--- src/rtl/multi_cycle_seq.sv ---
// Multi-cycle CPU control sequencer: IF/ID/EXE/MEM/WB with memory wait timeout,
// external stall, terminal HALT/ERR states and a retired-instruction counter.
module multi_cycle_seq #(
    parameter int unsigned CNT_W    = 16,
    parameter int unsigned MAX_WAIT = 15
) (
    input  logic             CLK,
    input  logic             Reset,
    input  logic [2:0]       opClass,
    input  logic             zero,
    input  logic             imem_ready,
    input  logic             dmem_ready,
    input  logic             stall_req,
    output logic [2:0]       state,
    output logic             PCWre,
    output logic             IRWre,
    output logic             RegWre,
    output logic [1:0]       pc_sel,
    output logic             imem_req,
    output logic             dmem_rd,
    output logic             dmem_wr,
    output logic             halted,
    output logic             timeout_err,
    output logic [CNT_W-1:0] retired
);

    localparam int unsigned WAIT_W = (MAX_WAIT < 1) ? 1 : $clog2(MAX_WAIT + 1);
    localparam logic [WAIT_W-1:0] WAIT_MAX = WAIT_W'(MAX_WAIT);

    localparam logic [2:0] OP_LOAD   = 3'd2;
    localparam logic [2:0] OP_STORE  = 3'd3;
    localparam logic [2:0] OP_BRANCH = 3'd4;
    localparam logic [2:0] OP_JUMP   = 3'd5;
    localparam logic [2:0] OP_JAL    = 3'd6;
    localparam logic [2:0] OP_HALT   = 3'd7;

    typedef enum logic [2:0] {
        StIf   = 3'b000,
        StId   = 3'b001,
        StExe  = 3'b010,
        StMem  = 3'b011,
        StWb   = 3'b100,
        StHalt = 3'b101,
        StErr  = 3'b110,
        StBad  = 3'b111
    } state_e;

    state_e            r_state;
    state_e            w_state_nxt;
    logic [WAIT_W-1:0] r_wait;
    logic [WAIT_W-1:0] w_wait_nxt;
    logic [CNT_W-1:0]  r_retired;

    logic       w_pcwre;
    logic       w_irwre;
    logic       w_regwre;
    logic [1:0] w_pc_sel;
    logic       w_imem_req;
    logic       w_dmem_rd;
    logic       w_dmem_wr;
    logic       w_halted;
    logic       w_timeout;
    logic       w_waiting;

    always_comb begin
        w_state_nxt = r_state;
        w_pcwre     = 1'b0;
        w_irwre     = 1'b0;
        w_regwre    = 1'b0;
        w_pc_sel    = 2'b00;
        w_imem_req  = 1'b0;
        w_dmem_rd   = 1'b0;
        w_dmem_wr   = 1'b0;
        w_halted    = 1'b0;
        w_timeout   = 1'b0;
        w_waiting   = 1'b0;

        unique case (r_state)
            StIf: begin
                w_imem_req = 1'b1;
                if (imem_ready) begin
                    w_irwre     = 1'b1;
                    w_state_nxt = StId;
                end else if (r_wait == WAIT_MAX) begin
                    w_state_nxt = StErr;
                end else begin
                    w_waiting = 1'b1;
                end
            end
            StId: begin
                case (opClass)
                    OP_HALT: w_state_nxt = StHalt;
                    OP_JUMP: begin
                        w_state_nxt = StIf;
                        w_pcwre     = 1'b1;
                        w_pc_sel    = 2'b10;
                    end
                    OP_JAL:  w_state_nxt = StWb;
                    default: w_state_nxt = StExe;
                endcase
            end
            StExe: begin
                case (opClass)
                    OP_LOAD, OP_STORE: w_state_nxt = StMem;
                    OP_BRANCH: begin
                        w_state_nxt = StIf;
                        w_pcwre     = 1'b1;
                        w_pc_sel    = zero ? 2'b01 : 2'b00;
                    end
                    default: w_state_nxt = StWb;
                endcase
            end
            StMem: begin
                w_dmem_rd = (opClass == OP_LOAD);
                w_dmem_wr = (opClass == OP_STORE);
                if (dmem_ready) begin
                    if (opClass == OP_LOAD) begin
                        w_state_nxt = StWb;
                    end else begin
                        w_state_nxt = StIf;
                        w_pcwre     = 1'b1;
                    end
                end else if (r_wait == WAIT_MAX) begin
                    w_state_nxt = StErr;
                end else begin
                    w_waiting = 1'b1;
                end
            end
            StWb: begin
                w_regwre    = 1'b1;
                w_pcwre     = 1'b1;
                w_pc_sel    = (opClass == OP_JAL) ? 2'b10 : 2'b00;
                w_state_nxt = StIf;
            end
            StHalt: w_halted  = 1'b1;
            StErr:  w_timeout = 1'b1;
            StBad:  w_state_nxt = StErr;
        endcase

        // Freeze: request strobes keep their state-defined value, write strobes drop.
        if (stall_req && (r_state <= StWb)) begin
            w_state_nxt = r_state;
            w_pcwre     = 1'b0;
            w_irwre     = 1'b0;
            w_regwre    = 1'b0;
            w_pc_sel    = 2'b00;
            w_waiting   = 1'b0;
        end

        if (w_state_nxt != r_state) begin
            w_wait_nxt = '0;
        end else if (w_waiting) begin
            w_wait_nxt = r_wait + 1'b1;
        end else begin
            w_wait_nxt = r_wait;
        end
    end

    always_ff @(posedge CLK or negedge Reset) begin
        if (!Reset) begin
            r_state   <= StIf;
            r_wait    <= '0;
            r_retired <= '0;
        end else begin
            r_state <= w_state_nxt;
            r_wait  <= w_wait_nxt;
            if (w_pcwre) begin
                r_retired <= r_retired + 1'b1;
            end
        end
    end

    // Reset overrides the combinational outputs without waiting for a clock.
    always_comb begin
        state       = r_state;
        retired     = r_retired;
        PCWre       = Reset & w_pcwre;
        IRWre       = Reset & w_irwre;
        RegWre      = Reset & w_regwre;
        pc_sel      = Reset ? w_pc_sel : 2'b00;
        imem_req    = Reset & w_imem_req;
        dmem_rd     = Reset & w_dmem_rd;
        dmem_wr     = Reset & w_dmem_wr;
        halted      = Reset & w_halted;
        timeout_err = Reset & w_timeout;
    end

endmodule

--- config.mk ---
export PLATFORM = sky130hd
export DESIGN_NAME = multi_cycle_seq
export DESIGN_NICKNAME = d
export VERILOG_FILES = /design/src/rtl/multi_cycle_seq.sv
export SDC_FILE = /design/constraint.sdc
export NUM_CORES = 1
export LEC_CHECK = 0
export CORE_ASPECT_RATIO = 2
export CORE_MARGIN = 2
export CORE_UTILIZATION = 50
export CTS_CLUSTER_SIZE = 12
export DETAILED_ROUTE_END_ITERATION = 8
export GPL_TIMING_DRIVEN = 1
export PLACE_DENSITY_LB_ADDON = 0.1
export RECOVER_POWER = 50
export SETUP_SLACK_MARGIN = 0.5
export SYNTH_ARGS = -nofsm -noshare
export SYNTH_HDL_FRONTEND = slang
export SYNTH_SLANG_ARGS = --single-unit
--- constraint.sdc ---
create_clock -name CLK -period 4.5 [get_ports CLK]
set_clock_uncertainty 0.15 [all_clocks]
set_input_delay 0.9 -clock CLK [delete_from_list [all_inputs] [get_ports CLK]]
set_output_delay 0.9 -clock CLK [all_outputs]
set_load 0.1 [all_outputs]
=== Yosys cells after proc, flatten, opt, wreduce, memory -nomap -nowiden ===
Index checks and enable logic that the tools add are counted.

* Flip-flop bits (word level): 23
* Input bits: 9
* Output and inout bits: 29
* Logic and storage cells: 71

* Add/sub/neg operators: 2
* Magnitude comparators: 1
* Equality and inequality tests: 15
* Muxes and demuxes: 38
* Bitwise logic cells: 8
* Reduce and logical (&&, ||, !) cells: 4

{| class="wikitable"
|+ Operator list
! operator !! count
|-
| equality test 3 bit (second input constant) || 8
|-
| two-way mux 1 bit || 21
|-
| one-hot mux 3 bit (6 select lines) || 1
|-
| adder 16 x 1 -> 16 bit (second input constant) || 1
|-
| two-way mux 3 bit || 5
|-
| equality test 3 x 2 -> 1 bit (second input constant) || 4
|-
| one-hot mux 3 bit (3 select lines) || 1
|-
| bitwise AND 1 bit || 8
|-
| two-way mux 2 bit || 4
|-
| two-way mux 4 bit || 2
|-
| one-hot mux 2 bit (3 select lines) || 1
|-
| one-hot mux 3 bit (2 select lines) || 1
|-
| adder 4 x 1 -> 4 bit (second input constant) || 1
|-
| equality test 4 bit (second input constant) || 1
|-
| one-hot mux 1 bit (4 select lines) || 1
|-
| equality test 3 x 1 -> 1 bit (second input constant) || 1
|-
| <= comparator 3 bit (second input constant) || 1
|-
| logical NOT 3 bit || 1
|-
| inequality test 3 bit || 1
|-
| one-hot mux 1 bit (2 select lines) || 1
|-
| nonzero test 2 bit || 1
|-
| OR reduction 2 bit || 1
|-
| logical AND 1 bit || 1
|}

=== Longest topological paths before layout ===
* Word-level depth: 7
* Depth in mapped cells: 7
* Mapped depth without buffers: 6

=== Worst setup path before layout ===
Ideal clock, no wire load.

* Kind: flip-flop to output port
* Start point: reg r_state[2], in the netlist state[2]
* End point: out pc_sel[1]
* Arrival: 4.808 ns
* Data required time: 3.450 ns
* Slack: -1.358 ns
* Stages on the path, launching flop included: 5
* Buffers on the path: 2
* Cells stage by stage: dfrtp_1 > buf_4 > clkbuf_1 > a31oi_1 > nor4b_1

* Word-level cells in the longest chain between the ends: 4
* Elaborated cells on any way between the ends: 8
* Those cells by class: order compare: 1; eq/ne: 3; mux: 3; reduce/logical: 1

{| class="wikitable"
|+ RTL lines
! what !! line !! text
|-
| start: declaration || 48 || <nowiki>state_e r_state;</nowiki>
|-
| start signal: assignment || 161 || <nowiki>r_state <= StIf;</nowiki>
|-
| start signal: assignment || 165 || <nowiki>r_state <= w_state_nxt;</nowiki>
|-
| <= comparator 3 bit, or another cell as far along || 141 || <nowiki>if (stall_req && (r_state <= StWb)) begin</nowiki>
|-
| logical AND 1 bit or one-hot mux 2 bit (3 select lines) (tied branches) || 141, 78 ||
|-
| two-way mux 2 bit (*) || 141 ||
|-
| two-way mux 2 bit (*) || 180 || <nowiki>pc_sel = Reset ? w_pc_sel : 2'b00;</nowiki>
|-
| end: declaration || 18 || <nowiki>output logic [1:0] pc_sel,</nowiki>
|}

Every way passes the cells marked *; elsewhere a longest branch is shown, timed or not.

=== Worst setup path in the final report ===
* Start point: in opClass[1]
* End point: out PCWre

* Word-level cells in the longest chain between the ends: 6
* Elaborated cells on any way between the ends: 10
* Those cells by class: eq/ne: 3; mux: 6; bitwise: 1

{| class="wikitable"
|+ RTL lines
! what !! line !! text
|-
| start: declaration || 9 || <nowiki>input logic [2:0] opClass,</nowiki>
|-
| equality test 3 x 2 -> 1 bit || 117 || <nowiki>if (opClass == OP_LOAD) begin</nowiki>
|-
| two-way mux 1 bit || 117 ||
|-
| two-way mux 1 bit || 116 || <nowiki>if (dmem_ready) begin</nowiki>
|-
| one-hot mux 1 bit (4 select lines) (*) || 78 || <nowiki>unique case (r_state)</nowiki>
|-
| two-way mux 1 bit (*) || 141 ||
|-
| bitwise AND 1 bit (*) || 177 || <nowiki>PCWre = Reset & w_pcwre;</nowiki>
|-
| end: declaration || 15 || <nowiki>output logic PCWre,</nowiki>
|}

Marked as above.

==> flow_metrics.env <==
export IMPL_status="finished clean"
export IMPL_cp_data_arrival_time_ns=3.00
export IMPL_num_vias=1523
export IMPL_worst_slew_pin_slew_ns=0.9718
export IMPL_crit_fanout=13
export IMPL_rr_endpoint="r_wait[3]"
export IMPL_start_kind="primary input"
export IMPL_fin_crit_ns=4.051
export IMPL_synth_fp_nets=190
export IMPL_finalCritPeriodShare_pct=90.01
export IMPL_synthTopCellsByArea="dfrtp_1, xnor2_1, xor2_1"
export IMPL_grt_pass1_vias=1507
export IMPL_vias_per_cell=6.293
export IMPL_antenna_found_initial=0
export IMPL_vdd_ir_drop_max_v=0.0005335
export IMPL_worstHoldEndpoint="retired[15]"
export IMPL_synthSimpleGateAreaFrac_pct=34.96
export IMPL_power_leakage_nw=0.8763
export IMPL_synth_top_area_share_pct=34.51
export IMPL_synth_compound_area_share_pct=13.28
export IMPL_whs_ns=0.3592
export IMPL_place_detailed_hpwl_um=3189
export IMPL_synthMuxAreaShare_pct=1.275
export IMPL_synth_largest_area_cell="dfrtp_1"
export IMPL_htree_levels=1
export IMPL_async_flop_share_pct=100.0
export IMPL_synthToLayoutAreaGrowth_pct=30.53
export IMPL_multi_input_area_um2=1020
export IMPL_finalHoldViolCount=0
export IMPL_cts_root_buf="clkbuf_8"
export IMPL_hp_class="reg -> reg"
export IMPL_die_x_um=44.84
export IMPL_cts_tree="done"
export IMPL_route_detailed_drc=0
export IMPL_yosys_register_bits=23
export IMPL_final_seq_area_um2=575.6
export IMPL_drive_gt1_share_pct=14.22
export IMPL_synth_most_common_cell="dfrtp_1"
export IMPL_r2r_setup_slack_ns=1.97
export IMPL_avgSynthCellArea_um2=9.318
export IMPL_ys_types=56
export IMPL_r2r_start="state[2]"
export IMPL_fmax_mhz=246.9
export IMPL_post_cts_resized=0
export IMPL_ff2ff_path_depth=5
export IMPL_setup_ws_ns=0.4495
export IMPL_critPathKind="in -> out"
export IMPL_met2_usage_pct=42.82
export IMPL_fillers=266
export IMPL_hold_buffers=0
export IMPL_ant_nets=0
export IMPL_place_gp_congestion=0.8943
export IMPL_cp_required_ns=3.45
export IMPL_wl_um=4222
export IMPL_synth_top_cells_by_count="dfrtp_1, nor2_1, nand2_1, nor3_1, xnor2_1"
export IMPL_yosys_most_used_dff="dfrtp_1"
export IMPL_rsz0062_at_grt="no"
export IMPL_fp_dieH_um=85.68
export IMPL_rows=29
export IMPL_synth_edf_count=0
export IMPL_ys_warn_count=0
export IMPL_slew_headroom_pct=35.00
export IMPL_die_area_um2=3842
export IMPL_setup_viol=0
export IMPL_path_buf_inv=2
export IMPL_core_um2=3193
export IMPL_io_buffers=37
export IMPL_drt_iter0_markers=36
export IMPL_grtUsageMet1_pct=29.74
export IMPL_clock_path_buffers=2
export IMPL_initial_core_util_pct=52.23
export IMPL_cp_cell_sequence="dlygate4sd3_1, or3b_1, a32oi_1, a21oi_4, and2_1, buf_12"
export IMPL_synth_seq_area_share_pct=34.51
export IMPL_netlist_area_um2=1668
export IMPL_end_kind="output pin"
export IMPL_slew_viol_final=0
export IMPL_cp_top_family="buffers and inverters"
export IMPL_final_nets=223
export IMPL_synth_top_family_by_area="simple AND/OR/NAND/NOR gates"
export IMPL_met3_usage_pct=1.474
export IMPL_whs_path_depth=1
export IMPL_cts_sinks=23
export IMPL_gr_max_usage_layer="met2"
export IMPL_avgRoutedWirePerCell_um=17.45
export IMPL_hp_start="retired[15]"
export IMPL_grt_pass1_wl_um=7120
export IMPL_synth_adder_area_share_pct=1.500
export IMPL_clkSlewWorstSetupHoldPaths_ns=0.08
export IMPL_max_cap_violations=0
export IMPL_cpPeakStageDelay_ns=0.78
export IMPL_overflow=0
export IMPL_syn_inst=179
export IMPL_clk_latency_ns=0.27
export IMPL_synth_xor_area_share_pct=9.977
export IMPL_place_ws_ns=0.5884
export IMPL_pin_count=38
export IMPL_finalSetupTns_ns=0
export IMPL_slowest_stage="dlygate4sd3_1"
export IMPL_power_w=0.001236
export IMPL_diodes=0
export IMPL_grt_max_degree=27
export IMPL_cts_buffers=3
export IMPL_grtUsageTotal_pct=24.73
export IMPL_powerDensity_nw_per_um2=567.9
export IMPL_cts_setup_buffers=0
export IMPL_drtPass1Iterations=4
export IMPL_finish_utilization_pct=68.18
-- worst reg2reg max path, delay by kind of cell (launching register included) --
family	cells	cell delay, ns
simple gates	2	0.62
compound gates	3	0.82
flops	1	0.85
-- through the flow --
step / cell area [µm²] / std cells
after global placement: 2140 / 238
after floorplan: 1679 / 179
final: 2177 / 242
after CTS: 2186 / 242
after detailed placement: 2140 / 238
after global routing: 2177 / 242
-- worst max path at each step --
| stage | start | endpoint | slack [ns] | cells after the start |
|---|---|---|---|---|
| final | opClass[1] | PCWre | 0.45 | 6 |
| after global routing | opClass[1] | PCWre | 0.38 | 6 |
| after CTS | opClass[1] | PCWre | 0.58 | 6 |
| after detailed placement | opClass[1] | PCWre | 0.59 | 6 |
| after global placement | opClass[1] | PCWre | 0.64 | 6 |
| after floorplan | state[2] | pc_sel[1] | 0.02 | 4 |
-- routing by layer --
metal  share of wire [%]  vias up
met5                   0        -
met4                 3.4        0
met3                 3.0       13
met2                  57       47
met1                  37      742
li1                    -      721
-- cells in the final DEF (no fill, tap or decap), drive strengths merged, types with 5 or more instances in the layout --
master	n
xnor2	10
nor2	15
dfrtp	23
buf	11
nand2	12
nand3	6
xor2	9
dlygate4sd3	5
nor3	12
and3	6
nand4	9
o21ai	6
clkdlybuf4s50	22
inv	5
-- cell type report --
cell class / instances / share of cell area [%]
Tap cell: 31 / 1.782
Clock buffer: 3 / 1.897
Multi-Input combinational cell: 141 / 46.84
Clock inverter: 1 / 0.2299
Sequential cell: 23 / 26.44
Timing Repair Buffer: 38 / 21.95
Inverter: 5 / 0.8621
-- report_power, final --
group          switching [W]  internal, W
registers           0.000117     0.000239
clock network      0.0000668    0.0000619
logic               0.000518     0.000233
total               0.000702     0.000534
-- sequential cells by signal, summed over array words and instances (netlist names) --
| register | flops |
|---|---|
| state | 3 |
| retired | 16 |
| r_wait | 4 |
-- cells by family (layout without fill, tap and decap cells) --
kind of cell    count (synthesis)  after routing
compound gates                 25             25
xor+xnor                       19             19
fa+ha+maj                       2              2
buf+inv                        15             47
flops                          23             23
mux                             2              2
simple gates                   93             93
Note: power is estimated with default switching activity, not from simulation.
